**config.mk**
```make
export PLATFORM = sky130hd
export DESIGN_NAME = k_counter_filter
export DESIGN_NICKNAME = d
export VERILOG_FILES = /design/src/rtl/dpll_pkg.sv /design/src/rtl/kfilt_holdoff_timer.sv /design/src/rtl/k_counter_filter.sv
export SDC_FILE = /design/constraint.sdc
export NUM_CORES = 1
export LEC_CHECK = 0
export ABC_AREA = 1
export CAP_MARGIN = 10
export CORE_MARGIN = 5
export CORE_UTILIZATION = 50
export CTS_CLUSTER_SIZE = 10
export DETAILED_ROUTE_END_ITERATION = 7
export GPL_TIMING_DRIVEN = 0
export MAX_ROUTING_LAYER = met4
export PLACE_DENSITY = 0.73
export SLEW_MARGIN = 20
export SYNTH_ARGS = -nofsm -noshare
export SYNTH_HDL_FRONTEND = slang
export SYNTH_SLANG_ARGS = --single-unit
export TNS_END_PERCENT = 100
```
**constraint.sdc**
```tcl
create_clock -name clk -period 7.5 [get_ports clk]
set_input_delay 1.875 -clock clk [delete_from_list [all_inputs] [get_ports clk]]
set_output_delay 1.875 -clock clk [all_outputs]
set_load 0.1 [all_outputs]
```
**src/rtl/dpll_pkg.sv**
```systemverilog
// rtl/dpll_pkg.sv - shared DPLL defaults and step-direction encoding
package dpll_pkg;

  localparam int K_WIDTH_DEF = 4;
  localparam int HOLDOFF_DEF = 3;
  localparam int STATS_W     = 16;

  typedef enum logic {
    STEP_UP = 1'b0,
    STEP_DN = 1'b1
  } step_dir_e;

endpackage

```
**src/rtl/kfilt_holdoff_timer.sv**
```systemverilog
// rtl/kfilt_holdoff_timer.sv - holdoff countdown that paces loop-filter pulses
module kfilt_holdoff_timer #(
  parameter int HOLDOFF = 3
) (
  input  logic clk,
  input  logic reset,
  input  logic load_i,
  output logic hold_o,
  output logic busy_o
);

  localparam int TW = $clog2(HOLDOFF + 1);

  logic [TW-1:0] tmr_q, tmr_d;
  logic          busy_q;

  always_comb begin
    tmr_d = tmr_q;
    if (load_i) begin
      tmr_d = TW'(HOLDOFF);
    end else if (tmr_q != '0) begin
      tmr_d = tmr_q - TW'(1);
    end
  end

  always_ff @(posedge clk) begin
    if (reset) begin
      tmr_q  <= '0;
      busy_q <= 1'b0;
    end else begin
      tmr_q  <= tmr_d;
      busy_q <= (tmr_q != '0);
    end
  end

  // hold_o leads busy_o by one cycle: a decision made while hold_o is low lands
  // its pulse on the first cycle after busy has dropped.
  assign hold_o = (tmr_q != '0);
  assign busy_o = busy_q;

endmodule

```
**src/rtl/k_counter_filter.sv**
```systemverilog
// rtl/k_counter_filter.sv - DPLL K-counter loop filter; KFILT_STATS_EN adds pulse totals
module k_counter_filter
  import dpll_pkg::*;
#(
  parameter int K_WIDTH = K_WIDTH_DEF,
  parameter int HOLDOFF = HOLDOFF_DEF
) (
  input  logic                         clk,
  input  logic                         reset,
  input  logic                         en,
  input  logic                         dn_up,
  input  logic [$clog2(K_WIDTH+1)-1:0] k_sel,
  output logic                         inc,
  output logic                         dec,
  output logic                         busy,
  output logic signed [K_WIDTH:0]      cnt
`ifdef KFILT_STATS_EN
  ,
  output logic [STATS_W-1:0]           inc_total,
  output logic [STATS_W-1:0]           dec_total
`endif
);

  localparam int CW  = K_WIDTH + 1;
  localparam int KSW = $clog2(K_WIDTH + 1);

  logic signed [CW-1:0] cnt_q, cnt_d, lim, neg_lim;
  logic                 inc_q, inc_d, dec_q, dec_d;
  logic                 hold;
  logic [KSW-1:0]       k_eff;

  always_comb begin
    k_eff = k_sel;
    if (k_sel == '0) begin
      k_eff = KSW'(1);
    end else if (k_sel > KSW'(K_WIDTH)) begin
      k_eff = KSW'(K_WIDTH);
    end
  end

  assign lim     = $signed((CW'(1) << k_eff) - CW'(1));
  assign neg_lim = -lim;

  // A threshold shrink clamps first and swallows that cycle's step, so the
  // clamp itself can never produce a pulse.
  always_comb begin
    cnt_d = cnt_q;
    inc_d = 1'b0;
    dec_d = 1'b0;
    if (cnt_q > lim) begin
      cnt_d = lim;
    end else if (cnt_q < neg_lim) begin
      cnt_d = neg_lim;
    end else if (en) begin
      if (step_dir_e'(dn_up) == STEP_UP) begin
        if (cnt_q != lim) begin
          cnt_d = cnt_q + CW'(1);
        end else if (!hold) begin
          inc_d = 1'b1;
          cnt_d = '0;
        end
      end else begin
        if (cnt_q != neg_lim) begin
          cnt_d = cnt_q - CW'(1);
        end else if (!hold) begin
          dec_d = 1'b1;
          cnt_d = '0;
        end
      end
    end
  end

  always_ff @(posedge clk) begin
    if (reset) begin
      cnt_q <= '0;
      inc_q <= 1'b0;
      dec_q <= 1'b0;
    end else begin
      cnt_q <= cnt_d;
      inc_q <= inc_d;
      dec_q <= dec_d;
    end
  end

  kfilt_holdoff_timer #(
    .HOLDOFF(HOLDOFF)
  ) u_holdoff (
    .clk   (clk),
    .reset (reset),
    .load_i(inc_d | dec_d),
    .hold_o(hold),
    .busy_o(busy)
  );

  assign inc = inc_q;
  assign dec = dec_q;
  assign cnt = cnt_q;

`ifdef KFILT_STATS_EN
  logic [STATS_W-1:0] inc_total_q, dec_total_q;

  always_ff @(posedge clk) begin
    if (reset) begin
      inc_total_q <= '0;
      dec_total_q <= '0;
    end else begin
      if (inc_d && inc_total_q != '1) inc_total_q <= inc_total_q + STATS_W'(1);
      if (dec_d && dec_total_q != '1) dec_total_q <= dec_total_q + STATS_W'(1);
    end
  end

  assign inc_total = inc_total_q;
  assign dec_total = dec_total_q;
`endif

endmodule

```
==> flow_summary.json <==
{
  "critPathRequiredTime_ns": 7.67,
  "grt_pass1_wl_mm": 4.58,
  "cts-root-buf": "clkbuf_4",
  "synthTopCellsByCount": "nand2_1, inv_1, nand3_1, nor2_1, ha_1",
  "holdCritPathClass": "reg -> reg",
  "dpl.hpwl_mm": 2.14,
  "synth.avg_cell_area_um2": 6.02,
  "slew_viol_final": 0,
  "final_area_um2": 1360,
  "hold_path_end": "u_holdoff.tmr_q[1]",
  "fillers": 213,
  "grtUsageTotal_pct": 17.3,
  "cp_max_fo": 8,
  "yosysTopAreaCell": "dfxtp_1",
  "vdd_ir_drop_max_mv": 0.289,
  "gp_congestion": 0.911,
  "status": "complete, no violations",
  "antenna_found_initial": 0,
  "nNetsFinal": 231,
  "numCtsBuffers": 3,
  "synthFlopType": "dfxtp_1",
  "p_int_w": 0.000211,
  "fin_setup_tns_ns": 0,
  "diodes": 0,
  "startpoint_type": "primary input",
  "netlist_top_cells_area": "dfxtp_1, nand2_1, ha_1",
  "wl_per_cell_um": 11.2,
  "finalHoldViolations": 0,
  "rrSetupSlack_ns": 5.48,
  "grt_max_degree": 11,
  "hold_depth": 2,
  "ioPinCount": 15,
  "dieWidth_um": 57.7,
  "fin_util_pct": 62.0,
  "power_frac_clock_pct": 9.6,
  "p_comb_share_pct": 72.3,
  "p_sw_w": 0.000298,
  "worst_pin_slew_ns": 0.967,
  "path_clk_slew_ns": 0.07,
  "ant_nets": 0,
  "slew-limit-headroom_pct": 35.4,
  "p_seq_share_pct": 18.1,
  "synth_top_area_share_pct": 17.6,
  "reg2reg_from": "cnt[3]",
  "first_pass_iters": 4,
  "yosys_warnings": 0,
  "synthArstFlopShare_pct": 0,
  "dieArea_um2": 3330,
  "clk_latency_ns": 0.27,
  "cts_buffer_depth": 2,
  "vias_per_cell": 5.18,
  "leakagePower_nw": 0.693,
  "overflow": 0,
  "via_count": 1228,
  "drc": 0,
  "cts_hold_buf": 0,
  "row_count": 17,
  "synth-seq-area-share_pct": 17.6,
  "cts_tree": "yes",
  "hp-start": "u_holdoff.tmr_q[1]",
  "core-area_um2": 2190,
  "cap_viol_max_count": 0,
  "h-tree-depth": 1,
  "post_cts_resized": 0,
  "drt_iter0_markers": 55,
  "cp-end-kind": "flip-flop",
  "arrival_ns": 4.53,
  "post_dp_cell_area_um2": 1320,
  "start_util_pct": 52.0,
  "wl_mm": 2.66,
  "power_density_nw_per_um2": 375,
  "fmax_ghz": 0.229,
  "yosysMostFrequentCell": "nand2_1",
  "area_growth_pct": 19.2,
  "swShare_pct": 58.6,
  "postCtsSetupRepairBufs": 0,
  "r2r-end": "cnt[2]",
  "grt_pass1_vias": 1138,
  "ys_ff_latch": 10,
  "synthCells": 189,
  "setup_viol": 0,
  "finClkSkew_ns": 0.00449,
  "reg2reg_depth": 11,
  "crit_type": "in -> reg",
  "min_period_over_period_pct": 58.2,
  "rsz0062_at_grt": "false",
  "die_h_um": 57.7,
  "drive_gt1_share_pct": 8.13,
  "clock_sinks": 10,
  "synth_cell_type_count": 25,
  "port_buffers": 14,
  "min_period_ns": 4.36,
  "synth-edff-count": 0,
  "synth_area_um2": 1140
}
-- worst max-delay path: stages --
cell	delay [ns]
clkdlybuf4s50_1	0.48
clkinv_1	0.21
nand2_1	0.19
ha_1	0.16
inv_1	0.04
xor2_1	0.17
inv_1	0.09
ha_1	0.29
nand2_1	0.09
nor2_4	0.15
nand2_2	0.07
nand4_1	0.15
nand3_4	0.15
nand2_2	0.10
inv_2	0.06
nand2_2	0.06
nand2_1	0.05
nor2_1	0.09
nor2_1	0.05
-- cells in the final DEF, fill, tap and decap left out, types with 3 or more instances in the layout --
master	instances
o21ai_0	9
ha_1	14
nand4_1	7
nor2_1	16
nand2_2	6
nand2_1	53
clkdlybuf4s50_1	14
clkbuf_4	3
conb_1	4
nand3_1	16
a21oi_1	11
inv_1	27
dfxtp_1	10
xor2_1	4
-- kinds of logic (layout without fill, tap and decap cells) --
family / after synthesis / in the layout / synth area share, %
adders and majority gates: 14 / 14 / 15.4
other: 2 / 4 / 0.660
xor gates and xnor gates: 4 / 4 / 3.08
buffers and inverters: 32 / 50 / 10.7
DFF: 10 / 10 / 17.6
and+or+nand+nor: 104 / 104 / 41.9
AOI/OAI and AO/OA: 23 / 23 / 10.8
-- flip-flops by register name (all words and copies together) (netlist names) --
name              flops
u_holdoff.busy_o      1
cnt                   5
dec                   1
inc                   1
u_holdoff.tmr_q       2
-- worst max-delay path by stage --
stage / startpoint / cells past startpoint / to / slack, ns
floorplan: k_sel[2] / 18 / cnt[1] / 3.68
global placement: k_sel[2] / 19 / cnt[1] / 2.90
detailed placement: k_sel[2] / 19 / cnt[1] / 2.86
CTS: k_sel[2] / 19 / cnt[1] / 3.13
global route: k_sel[2] / 19 / cnt[1] / 2.87
finish: k_sel[2] / 19 / cnt[1] / 3.14
-- stage by stage --
| step | std cells | total power [W] | setup WS, ns | hold WS [ns] |
|---|---|---|---|---|
| detailed placement | 233 | 0.000458 | 2.86 | 0.536 |
| global route | 237 | 0.000554 | 2.87 | 0.617 |
| CTS | 237 | 0.000508 | 3.13 | 0.561 |
| global placement | 233 | 0.000449 | 2.90 | 0.517 |
| floorplan | 191 | 0.000381 | 3.68 | 0.505 |
| finish | 237 | 0.000509 | 3.14 | 0.561 |
-- per-layer routing --
layer	vias up	GRT usage, %	routed length, um
met5	-	-	0
met4	0	5.30	14
met3	3	2.90	97
met2	20	29.4	1350
met1	563	20.7	1210
li1	642	-	-
-- layout make-up --
type / instances / area [um^2] / area share [%]
Timing Repair Buffer: 14 / 140 / 10.3
Inverter: 29 / 109 / 8.02
Sequential cell: 10 / 200 / 14.7
Buffer: 3 / 12.5 / 0.922
Clock buffer: 4 / 36.3 / 2.67
Multi-Input combinational cell: 149 / 825 / 60.7
Tap cell: 28 / 35.0 / 2.58
-- power groups by stage --
stage	clock network, W	registers [W]	logic [W]
4_1_cts	0.0000491	0.0000924	0.000367
5_1_grt	0.0000523	0.0000955	0.000406
3_3_place_gp	0	0.0000929	0.000356
2_1_floorplan	0	0.000170	0.000211
3_5_place_dp	0	0.0000939	0.000364
6_report	0.0000490	0.0000920	0.000368
Power figures use the tool's default switching activity.
